==> src/rtl/fetch_stage.sv <==
// Instruction fetch stage: presents a PC to a one-cycle-latency instruction
// memory and hands the returned word, its address and a valid flag to decode.
module fetch_stage #(
    parameter logic [15:0] RESET_PC = 16'h0000
) (
    input  logic        clk,
    input  logic        rst_n,
    input  logic        stall,
    input  logic        redirect,
    input  logic [15:0] redirect_pc,
    input  logic        halt,
    output logic [15:0] mem_raddr,
    output logic        mem_stall,
    input  logic [15:0] mem_rdata,
    output logic [15:0] instr_out,
    output logic [15:0] pc_out,
    output logic        valid_out,
    output logic [15:0] fetch_count
);

    logic [15:0] pc_f;
    logic [15:0] pc_d;
    logic        v_d;
    logic        halted;
    logic        halt_pend;
    logic        halt_req;
    logic        deliver;

    // A halt seen while stalled or redirecting is remembered in halt_pend
    // and takes effect on the first free-running cycle.
    assign halt_req  = halt | halt_pend;
    assign deliver   = valid_out & ~stall;

    assign mem_raddr = pc_f;
    assign mem_stall = stall & ~redirect;
    assign instr_out = mem_rdata;
    assign pc_out    = pc_d;
    assign valid_out = v_d & ~redirect;

    // NOTE: non-blocking assignments so every branch below sees pre-edge values.
    always_ff @(posedge clk or negedge rst_n) begin
        if (!rst_n) begin
            pc_f        <= RESET_PC;
            pc_d        <= RESET_PC;
            v_d         <= 1'b0;
            halted      <= 1'b0;
            halt_pend   <= 1'b0;
            fetch_count <= 16'h0000;
        end else begin
            if (deliver) begin
                fetch_count <= fetch_count + 16'h0001;
            end
            if (!halted) begin
                if (redirect) begin
                    pc_f      <= redirect_pc;
                    v_d       <= 1'b0;
                    halt_pend <= halt_req;
                end else if (stall) begin
                    halt_pend <= halt_req;
                end else if (halt_req) begin
                    // The word currently on valid_out is delivered this edge.
                    halted    <= 1'b1;
                    halt_pend <= 1'b0;
                    v_d       <= 1'b0;
                end else begin
                    pc_f <= pc_f + 16'h0001;
                    pc_d <= pc_f;
                    v_d  <= 1'b1;
                end
            end
        end
    end

endmodule

==> config.mk <==
export PLATFORM = sky130hd
export DESIGN_NAME = fetch_stage
export DESIGN_NICKNAME = d
export VERILOG_FILES = /design/src/rtl/fetch_stage.sv
export SDC_FILE = /design/constraint.sdc
export NUM_CORES = 1
export LEC_CHECK = 0
export ABC_CLOCK_PERIOD_IN_PS = 2130
export BUFFER_PORTS_ARGS = -buffer_cell sky130_fd_sc_hd__buf_2
export CAP_MARGIN = 20
export CORE_MARGIN = 2
export CORE_UTILIZATION = 40
export DETAILED_ROUTE_END_ITERATION = 12
export HOLD_SLACK_MARGIN = 0.06
export PLACE_DENSITY_LB_ADDON = 0.25
export SLEW_MARGIN = 20
export SYNTH_ARGS = -nofsm -noshare
export SYNTH_HDL_FRONTEND = slang
export SYNTH_SLANG_ARGS = --single-unit
==> constraint.sdc <==
create_clock -name clk -period 2.13 [get_ports clk]
set_clock_uncertainty 0.1 [all_clocks]
set_input_delay 0.213 -clock clk [delete_from_list [all_inputs] [get_ports clk]]
set_output_delay 0.213 -clock clk [all_outputs]
set_load 0.01 [all_outputs]
# == After elaboration in Yosys (flattened, before gate mapping) ==
# Cells that the tools add are included.
# classes
addsub,2
n_eq_ne,2
n_mux,13
n_bitwise,8
reduce_logical,5
# ops
operator,n
$mux W16,3
$add A16 B1 Y16 const B,2
$mux W1,10
$not A1 Y1,4
$reduce_and A2 Y1,2
$reduce_and A4 Y1,1
$and A1 B1 Y1,3
$reduce_and A3 Y1,1
$reduce_bool A3 Y1,1
$ne A2 B1 Y1 const B,1
$ne A2 B2 Y1 const B,1
$or A1 B1 Y1,1
# word_totals
register_bits,51
in_bits,37
out_inout_bits,66
elab_cells,36

# == Longest topological paths before layout ==
# Gate-level depths: netlist of the first run.
# depth
depth_word,5
mapped_depth,5
ltp_nobuf,5

# == Least setup slack after synthesis of the first run ==
# OpenSTA, ideal clock, no wires.
# synth_timing
path_type,register to register
from,reg halted
to,reg pc_d[0] (netlist: pc_out[0])
setup_time_ns,0.125
arrival_time_ns,1.580
required_time_ns,1.905
slack_ns,0.325
path_stages_with_launch,5
n_path_buf,1
synth_period_minus_slack_ns,1.805
cell_sequence,dfrtp_1 or4_4 nor2_8 buf_12 mux2_4
# synth_via
elab_chain_cells,2
# synth_rtl
element,line,rtl
from (decl),24,logic halted;
from (signal assigned),46,halted <= 1'b0;
from (signal assigned),62,halted <= 1'b1;
$not A1 Y1 (no source line),-,
$reduce_and A4 Y1 (no source line),-,
to (signal assigned),67,pc_d <= pc_f;
to (decl),22,logic [15:0] pc_d;
# Every way passes these cells.
# A chain may end at the register's enable or synchronous reset.

# == Worst setup path after layout of the first run ==
# layout_timing
from,reg halted
to,reg pc_d[9] (netlist: pc_out[9])
# Same word-level chain as after synthesis.

==> results of run 1 <==
-- cells in the mapped netlist (all sizes together), types with 2 or more instances --
| master | instances |
|---|---|
| ha | 2 |
| a31oi | 4 |
| nor3 | 5 |
| nand2 | 14 |
| dfrtp | 51 |
| xor2 | 6 |
| inv | 7 |
| a22oi | 3 |
| o31ai | 3 |
| nor2 | 13 |
| and2 | 3 |
| and3 | 3 |
| a21oi | 17 |
| mux2 | 17 |
| and4 | 5 |
| o21ai | 17 |
| o41ai | 2 |
| o22ai | 3 |
| nand2b | 3 |
| buf | 23 |
| nor3b | 2 |
| xnor2 | 9 |
| nand4 | 8 |
| or3 | 2 |
| nand3 | 11 |
| nor2b | 2 |
-- worst reg2reg max path, stage by stage (launching register included) --
cell and delay (ns):
dfrtp_1 0.41, or4_4 0.61, nor2_8 0.35, mux2_2 0.39
-- metal layers --
layer	share of wire (%)	wire, µm	GRT usage [%]
met2	48	2800	26.1
met3	5.9	344	5.29
met1	45	2630	20.5
met4	0.88	51	3.61
met5	0	0	0
-- metrics by stage --
step	power, mW	instance area, µm²
floorplan	1.23	2700
global placement	1.32	3020
detailed placement	1.33	3020
CTS	2.03	3140
global route	2.11	3140
finish	2.00	3140
-- flip-flops by register name, indices dropped and copies added (netlist names) --
signal and count:
fetch_count 16, v_d 1, mem_raddr 16, halted 1, halt_pend 1, pc_out 16
-- cell families (layout without fill, tap and decap cells) --
family                     count (synthesis)  in the layout  synth area share, %
muxes                                     18             18                 8.72
buffers and inverters                     31             92                 7.88
adders and majority gates                  2              2                0.927
and+or+nand+nor                           75             75                 17.5
xor gates and xnor gates                  15             15                 4.87
DFF                                       51             51                 47.3
AOI/OAI and AO/OA                         55             55                 12.8
-- worst paths after layout --
path                                        startpoint                     endpoint  slack [ns]  cells past startpoint
min in group asynchronous                        rst_n   fetch_count[2]$_DFFE_PN0P_        0.26                      2
max in group asynchronous                        rst_n     mem_raddr[1]$_DFFE_PN0P_        1.15                      3
setup / recovery                      halted$_DFF_PN0_        pc_out[9]$_DFFE_PN0P_        0.15                      3
hold / removal                         redirect_pc[14]    mem_raddr[14]$_DFFE_PN0P_        0.08                      3
setup reg to reg                      halted$_DFF_PN0_        pc_out[9]$_DFFE_PN0P_        0.15                      3
hold reg to reg            fetch_count[15]$_DFFE_PN0P_  fetch_count[15]$_DFFE_PN0P_        0.37                      1
-- what timing repair did --
action / 4_1_cts / 5_1_grt
hold endpoints to repair: 16 / 0
hold buffers: 1 / 0
resized for setup: 0 / 0
-- power by group through the flow --
stage                     clock (mW)  sequential [mW]  combinational [mW]
final                          0.688             1.08               0.232
after global routing           0.762             1.09               0.261
after CTS                      0.717             1.08               0.237
after detailed placement           0             1.09               0.232
after global placement             0             1.09               0.227
after floorplan                    0             1.11               0.121
-- cell type report --
class | instances | area (µm²)
fillers | 625 | 3280
flip-flops and latches | 51 | 1280
repair buffers | 77 | 418
multi-input cells | 165 | 1210
well taps | 77 | 96.3
clock buffers | 5 | 68.8
clock inverters | 3 | 47.5
inverters | 7 | 26.3
-- placed cells by master, fill, tap and decap left out, types with 2 or more instances in the layout --
master / n
buf_2: 70
dfrtp_1: 51
a21oi_1: 17
o21ai_0: 13
nand2_1: 13
nor2_1: 12
nand3_1: 11
mux2_4: 9
xnor2_1: 9
mux2_2: 8
inv_1: 7
xor2_1: 6
nand4_1: 6
and4_1: 5
clkbuf_8: 5
buf_4: 5
nor3_1: 4
a31oi_1: 4
o21ai_1: 4
and3_1: 3
o22ai_1: 3
a22oi_1: 3
o31ai_1: 3
nor2b_1: 2
and2_1: 2
nand2b_1: 2
ha_1: 2
==> flow_metrics.py, run 1 <==
metrics = {
    "die": {
        "fp-row-count": 29,
        "core_area_um2": 6420,
        "die-area_um2": 7420,
        "ios": 103,
        "die_h_um": 86.1,
        "start_util_pct": 42.0,
        "die_w_um": 86.1,
    },
    "sta": {
        "worst_pin_slew_ns": 0.478,
        "period_minus_slack_ns": 1.98,
        "fin_crit_sh_pct": 92.8,
        "rsz0062_at_grt": "no",
        "fmax_mhz": 506,
        "slew-limit-headroom_pct": 68.1,
        "fin_ws_ns": 0.154,
        "holdWs_ns": 0.0770,
        "drv_slew": 0,
        "hold_viol": 0,
        "fin_setup_tns_ns": 0,
        "setup_viol": 0,
    },
    "grt": {
        "grt_first_pass_wirelength_um": 9400,
        "grt_antenna_before_repair": 0,
        "gr-usage-all-layers_pct": 15.9,
        "grt_max_degree": 36,
        "grt_overflow": 0,
        "first_global_vias": 1943,
    },
    "layout": {
        "area_growth_pct": 16.5,
        "n_antenna_cell": 0,
        "layout.nets": 346,
        "post-route-util_pct": 48.9,
        "final_cells": 385,
        "layout-drive-gt1-share_pct": 37.0,
    },
    "hold_path": {
        "hold_path.class": "in2reg",
    },
    "logic_synthesis": {
        "syn-num-nets": 286,
        "yosys.area.top_type": "dfrtp_1",
        "syn_inst": 247,
        "synth_top_cell_area_share_pct": 47.3,
        "synth-seq-cells": 51,
        "yosysUniqueCellTypes": 53,
        "synth_area_um2": 2700,
        "synth_seq_area_share_pct": 47.3,
        "async_flop_share_pct": 100,
        "synth_edf_count": 0,
        "avgSynthCellArea_um2": 10.9,
        "synthFlopType": "dfrtp_1",
        "synthTopCellsByArea": "dfrtp_1 47%, mux2_4 5.0%, buf_4 4.5%",
        "ys_warn_count": 0,
    },
    "critical_path": {
        "critPathKind": "reg2reg",
        "slowest_delay_ns": 0.61,
        "arrival_ns": 2.08,
        "critPathLaunchType": "flip-flop",
        "worstPathMaxFanout": 17,
        "crit_family": "simple AND/OR/NAND/NOR gates",
        "critical_path.cell_chain": "or4_4 > nor2_8 > mux2_2",
        "required_ns": 2.23,
        "cp_slowest_cell": "or4_4",
        "endpoint_kind": "flip-flop",
        "path_buf_inv": 0,
    },
    "routing": {
        "via_per_inst": 5.37,
        "totalWireLength_um": 5820,
        "firstDrtPassIters": 6,
        "vias": 2067,
        "drtAntennaViolNets": 0,
        "drt_iter0_markers": 61,
        "wl_per_cell_um": 15.1,
        "drc_errors": 0,
    },
    "clock_tree": {
        "cts_max_level": 2,
        "cts-root-buf": "clkbuf_8",
        "path_clk_slew_ns": 0.10,
        "cts_tree": "built",
        "cts_max_path_buffers": 2,
        "cts_made_buffers": 5,
        "cts_setup_buffers": 0,
        "clock_sinks": 51,
        "clock_latency_ns": 0.31,
    },
    "placement": {
        "dp_hpwl_um": 4230,
        "portBuffers": 70,
        "dp_slack_ns": 0.158,
        "gp_congestion": 0.790,
        "dpl.cell_count": 376,
    },
    "pwr": {
        "p_sw_uw": 525,
        "swShare_pct": 26.3,
        "ir_drop_v": 0.000298,
        "combinationalPowerShare_pct": 11.6,
        "clock_power_share_pct": 34.4,
        "pwr-share-seq_pct": 53.9,
        "leakagePower_nw": 1.59,
        "p_int_mw": 1.47,
        "p_per_area_nw_per_um2": 635,
    },
    "status": {
        "status": "completed",
    },
    "flow_run": {
        "maxCapViolations": 0,
    },
}
Note: power is estimated with default switching activity, not from simulation.
==> inputs of run 2 (changes only) <==
--- a/config.mk
+++ b/config.mk
@@ -5,7 +5,7 @@
 export SDC_FILE = /design/constraint.sdc
 export NUM_CORES = 1
 export LEC_CHECK = 0
-export ABC_CLOCK_PERIOD_IN_PS = 2130
+export ABC_CLOCK_PERIOD_IN_PS = 2210
 export BUFFER_PORTS_ARGS = -buffer_cell sky130_fd_sc_hd__buf_2
 export CAP_MARGIN = 20
 export CORE_MARGIN = 2
==> constraint.sdc (replaced) <==
create_clock -name clk -period 2.21 [get_ports clk]
set_clock_uncertainty 0.1 [all_clocks]
set_input_delay 0.221 -clock clk [delete_from_list [all_inputs] [get_ports clk]]
set_output_delay 0.221 -clock clk [all_outputs]
set_load 0.01 [all_outputs]
==> run 2 against run 1 <==
  * Worst setup slack improved by 0.11 ns
  * Cell count fell by 0.78%
  * Final area barely moved
  * Non-clock buffer count fell by 3
  * Global-route usage rose by 0.47 points
  * Core utilization barely moved
  * Sequential power fell by 4%
  * Via count fell by 0.34%
  * Critical path type unchanged
  * Largest cell class unchanged
==> flow_metrics.py, run 2 (synthesis gave the netlist of run 1 again) <==
metrics = {
    "die": {
        "ios": 103,
        "die-area_um2": 7420,
        "start_util_pct": 42.0,
        "die_w_um": 86.1,
        "die_h_um": 86.1,
        "core_area_um2": 6420,
        "fp-row-count": 29,
    },
    "placement": {
        "gp_congestion": 0.777,
        "dp_slack_ns": 0.253,
        "dpl_cell_area_um2": 2990,
        "portBuffers": 70,
        "dpl.cell_count": 373,
        "dp_hpwl_um": 4190,
    },
    "pwr": {
        "total_power_mw": 2.02,
        "combinationalPowerShare_pct": 10.6,
        "pwr-share-seq_pct": 51.4,
        "p_int_mw": 1.52,
        "ir_drop_v": 0.000270,
        "p_per_area_nw_per_um2": 645,
        "p_sw_uw": 502,
        "clock_power_share_pct": 38.1,
        "swShare_pct": 24.8,
        "leakagePower_nw": 1.58,
    },
    "critical_path": {
        "arrival_ns": 2.05,
        "required_ns": 2.31,
        "worstPathMaxFanout": 17,
        "endpoint_kind": "flip-flop",
        "critPathKind": "reg2reg",
        "critPathLaunchType": "flip-flop",
    },
    "grt": {
        "gr-usage-all-layers_pct": 16.4,
        "grt_first_pass_wirelength_um": 9640,
        "first_global_vias": 2003,
        "grt_max_degree": 36,
        "grt_antenna_before_repair": 0,
        "grt_overflow": 0,
    },
    "sta": {
        "fin_crit_sh_pct": 88.3,
        "setup_viol": 0,
        "worst_pin_slew_ns": 0.484,
        "rsz0062_at_grt": "no",
        "period_minus_slack_ns": 1.95,
        "drv_slew": 0,
        "hold_viol": 0,
        "slew-limit-headroom_pct": 67.7,
        "fin_ws_ns": 0.259,
        "fin_setup_tns_ns": 0,
        "holdWs_ns": 0.0647,
        "fmax_mhz": 513,
    },
    "layout": {
        "nFillCells": 584,
        "n_antenna_cell": 0,
        "layout.nets": 343,
        "final_cell_area_um2": 3140,
        "mostFrequentLayoutCells": "70 x buf_2, 51 x dfrtp_1, 17 x a21oi_1",
        "area_growth_pct": 16.4,
        "seq_area_um2": 1280,
        "post-route-util_pct": 48.9,
        "final_common_cell": "buf_2",
        "layout-drive-gt1-share_pct": 36.4,
        "multi_input_area_um2": 1210,
        "final_cells": 382,
    },
    "routing": {
        "firstDrtPassIters": 4,
        "totalWireLength_um": 5830,
        "wl_per_cell_um": 15.3,
        "vias": 2060,
        "drc_errors": 0,
        "via_per_inst": 5.39,
        "drtAntennaViolNets": 0,
        "drt_iter0_markers": 60,
    },
    "flow_run": {
        "maxCapViolations": 0,
    },
    "clock_tree": {
        "cts_max_path_buffers": 2,
        "cts-root-buf": "clkbuf_8",
        "clock_sinks": 51,
        "cts_max_level": 2,
        "clock_latency_ns": 0.31,
        "cts_made_buffers": 5,
        "cts_tree": "built",
        "path_clk_slew_ns": 0.09,
    },
    "status": {
        "status": "completed",
    },
    "hold_path": {
        "hold_path.class": "in2reg",
    },
}
run 2: cell count changes in the layout (fill, tap and decap cells not counted):
cell	before	now
inv_6	1	0
bufinv_16	1	2
clkinv_4	1	0
clkinvlp_4	0	1
buf_4	5	2
run 2: power by group through the flow:
stage	Sequential, mW	Clock [mW]	Combinational, mW
after floorplan	1.07	0	0.116
after global placement	1.06	0	0.212
after detailed placement	1.06	0	0.217
after CTS	1.04	0.796	0.219
after global routing	1.05	0.842	0.242
final	1.04	0.770	0.214
run 2: final cells by class:
class,count,area share (%)
clock buffers,5,2.19
clock inverters,3,2.15
inverters,7,0.837
multi-input cells,165,38.5
flip-flops and latches,51,40.6
well taps,77,3.07
repair buffers,74,12.6
run 2: critical path: stages, from the launching register on:
cell,delay [ns]
dfrtp_1,0.41
or4_4,0.61
nor2_8,0.34
mux2_2,0.38
run 2: final timing paths:
check	start	endpoint	slack (ns)	cells past startpoint
min in group asynchronous	rst_n	fetch_count[7]$_DFFE_PN0P_	0.27	2
min reg2reg	fetch_count[15]$_DFFE_PN0P_	fetch_count[15]$_DFFE_PN0P_	0.37	1
min	redirect_pc[14]	mem_raddr[14]$_DFFE_PN0P_	0.06	3
max	halted$_DFF_PN0_	pc_out[9]$_DFFE_PN0P_	0.26	3
max in group asynchronous	rst_n	pc_out[9]$_DFFE_PN0P_	1.22	3
max reg2reg	halted$_DFF_PN0_	pc_out[9]$_DFFE_PN0P_	0.26	3
run 2: per-layer routing:
layer  vias up  global-route usage, %  part of all wire [%]
li1        995                      -                     -
met1       989                   21.4                    45
met2        68                   25.9                    47
met3         8                   5.29                   5.9
met4         0                   5.05                   1.8
met5         -                      0                     0
run 2: timing repair:
action                    in CTS  in global routing
setup buffers                  0                  0
hold endpoints to repair      16                  0
gates resized for setup        0                  0
hold buffers                   1                  0
==> inputs of run 3 (changes only) <==
--- a/config.mk
+++ b/config.mk
@@ -13,6 +13,7 @@
 export DETAILED_ROUTE_END_ITERATION = 12
 export HOLD_SLACK_MARGIN = 0.06
 export PLACE_DENSITY_LB_ADDON = 0.25
+export SETUP_SLACK_MARGIN = 0.5
 export SLEW_MARGIN = 20
 export SYNTH_ARGS = -nofsm -noshare
 export SYNTH_HDL_FRONTEND = slang
==> run 3 against run 2 <==
  * Die area stayed put
  * Non-clock buffer count rose by 15
  * Clock power fell by 29%
  * Core utilization grew 1.5 points
  * Sequential cell count stayed put
  * Clock-buffer cell count did not move
  * First-iteration DRC count rose by 63%
  * Cell count increased by 3.9%
  * Maximum frequency is 8.8% higher
  * Wire length up 4.9%
  * Critical endpoint is now pc_out[6]$_DFFE_PN0P_
  * Largest cell class unchanged
==> flow_metrics.py, run 3 (synthesis gave the netlist of run 1 again) <==
metrics = {
    "clock_tree": {
        "cts_made_buffers": 5,
        "cts_tree": "built",
        "cts_max_path_buffers": 2,
        "cts-root-buf": "clkbuf_8",
        "cts_max_level": 2,
        "path_clk_slew_ns": 0.10,
        "clock_latency_ns": 0.31,
        "clock_sinks": 51,
    },
    "placement": {
        "portBuffers": 70,
        "dp_hpwl_um": 4290,
        "gp_congestion": 0.788,
    },
    "routing": {
        "drc_errors": 0,
        "drtAntennaViolNets": 0,
        "wl_per_cell_um": 15.4,
        "firstDrtPassIters": 4,
        "via_per_inst": 5.40,
        "drt_iter0_markers": 98,
        "totalWireLength_um": 6110,
        "vias": 2143,
    },
    "critical_path": {
        "critPathLaunchType": "flip-flop",
        "endpoint_kind": "flip-flop",
        "required_ns": 2.31,
        "rr_startpoint": "halted$_DFF_PN0_",
        "critPathKind": "reg2reg",
        "worstPathMaxFanout": 9,
        "worstSetupStartpoint": "halted$_DFF_PN0_",
        "arrival_ns": 1.89,
    },
    "sta": {
        "rsz0062_at_grt": "yes",
        "fin_setup_tns_ns": 0,
        "period_minus_slack_ns": 1.79,
        "fmax_mhz": 558,
        "drv_slew": 0,
        "hold_viol": 0,
        "holdWs_ns": 0.0809,
        "fin_crit_sh_pct": 81.1,
        "setup_viol": 0,
        "slew-limit-headroom_pct": 62.1,
        "worst_pin_slew_ns": 0.569,
    },
    "hold_path": {
        "hold_path.class": "in2reg",
        "worstHoldStart": "redirect_pc[14]",
    },
    "grt": {
        "grt_antenna_before_repair": 0,
        "grt_max_degree": 26,
        "gr-usage-all-layers_pct": 16.8,
        "grt_overflow": 0,
        "first_global_vias": 2046,
        "grt_first_pass_wirelength_um": 9930,
    },
    "die": {
        "ios": 103,
        "start_util_pct": 42.0,
        "fp-row-count": 29,
        "core_area_um2": 6420,
        "die-area_um2": 7420,
        "die_w_um": 86.1,
        "die_h_um": 86.1,
    },
    "layout": {
        "mostFrequentLayoutCells": "70 x buf_2, 47 x dfrtp_1, 17 x a21oi_1",
        "nFillCells": 631,
        "area_growth_pct": 20.0,
        "n_antenna_cell": 0,
        "layout.nets": 358,
        "final_common_cell": "buf_2",
        "layout-drive-gt1-share_pct": 42.2,
    },
    "pwr": {
        "ir_drop_v": 0.000303,
        "p_per_area_nw_per_um2": 572,
        "leakagePower_nw": 1.63,
    },
    "status": {
        "status": "completed",
    },
    "flow_run": {
        "maxCapViolations": 0,
    },
}
-- run 3: cell count changes in the layout (fill, tap and decap cells not counted), moves of 2 or more --
cell,before,now
dfrtp_1,51,47
bufinv_16,2,0
buf_4,2,16
dfrtp_2,0,4
nor3_2,1,3
nor3_1,4,2
-- run 3: final timing paths --
kind | to | slack, ns | cells after the start
min in group asynchronous | fetch_count[2]$_DFFE_PN0P_ | 0.34 | 2
max in group asynchronous | mem_raddr[3]$_DFFE_PN0P_ | 1.04 | 3
min | mem_raddr[14]$_DFFE_PN0P_ | 0.08 | 3
max | pc_out[6]$_DFFE_PN0P_ | 0.42 | 4
max reg2reg | pc_out[6]$_DFFE_PN0P_ | 0.42 | 4
min reg2reg | fetch_count[15]$_DFFE_PN0P_ | 0.37 | 1
-- run 3: worst max-delay path, stage by stage (launching register included) --
cell and delay (ns):
dfrtp_1 0.39, or4_4 0.59, nor2_8 0.14, buf_12 0.14, mux2_2 0.33
-- run 3: per-layer routing --
layer | global-route usage, % | wire length [µm]
met3 | 3.85 | 307
met5 | 0 | 0
met4 | 4.47 | 64
met1 | 22.0 | 2710
met2 | 28.0 | 3030
-- run 3: power by group --
group	switching (mW)	total, mW	internal [mW]
Sequential	0.0555	1.03	0.976
Clock	0.326	0.547	0.221
Combinational	0.142	0.275	0.133
Total	0.523	1.85	1.33
-- run 3: through the flow --
step	power (mW)	cell area, µm²	util [%]	instances	setup slack [ns]
6_report	1.85	3240	50.4	397	0.418
5_1_grt	1.95	3240	50.4	397	0.355
4_1_cts	1.83	3160	49.2	388	0.396
3_5_place_dp	1.28	3000	46.7	375	0.246
3_3_place_gp	1.27	3000	46.7	375	0.274
2_1_floorplan	1.18	2700	-	247	0.405
-- run 3: what timing repair did --
item                                   in CTS  in global routing
hold buffers                                1                  0
buffers inserted                            4                  9
endpoints found under the hold margin      23                  0
setup endpoints to repair                  29                 34
gates resized for setup                     6                  5
pin swaps                                   2                  4
-- run 3: cell type report --
type	instances	area, µm²	share of cell area (%)
inverter	7	26.3	0.811
clock buffer	5	68.8	2.12
sequential	51	1280	39.6
timing repair buffer	89	520	16.1
clock inverter	3	20.0	0.618
multi-input combinational	165	1230	37.9
tap	77	96.3	2.97
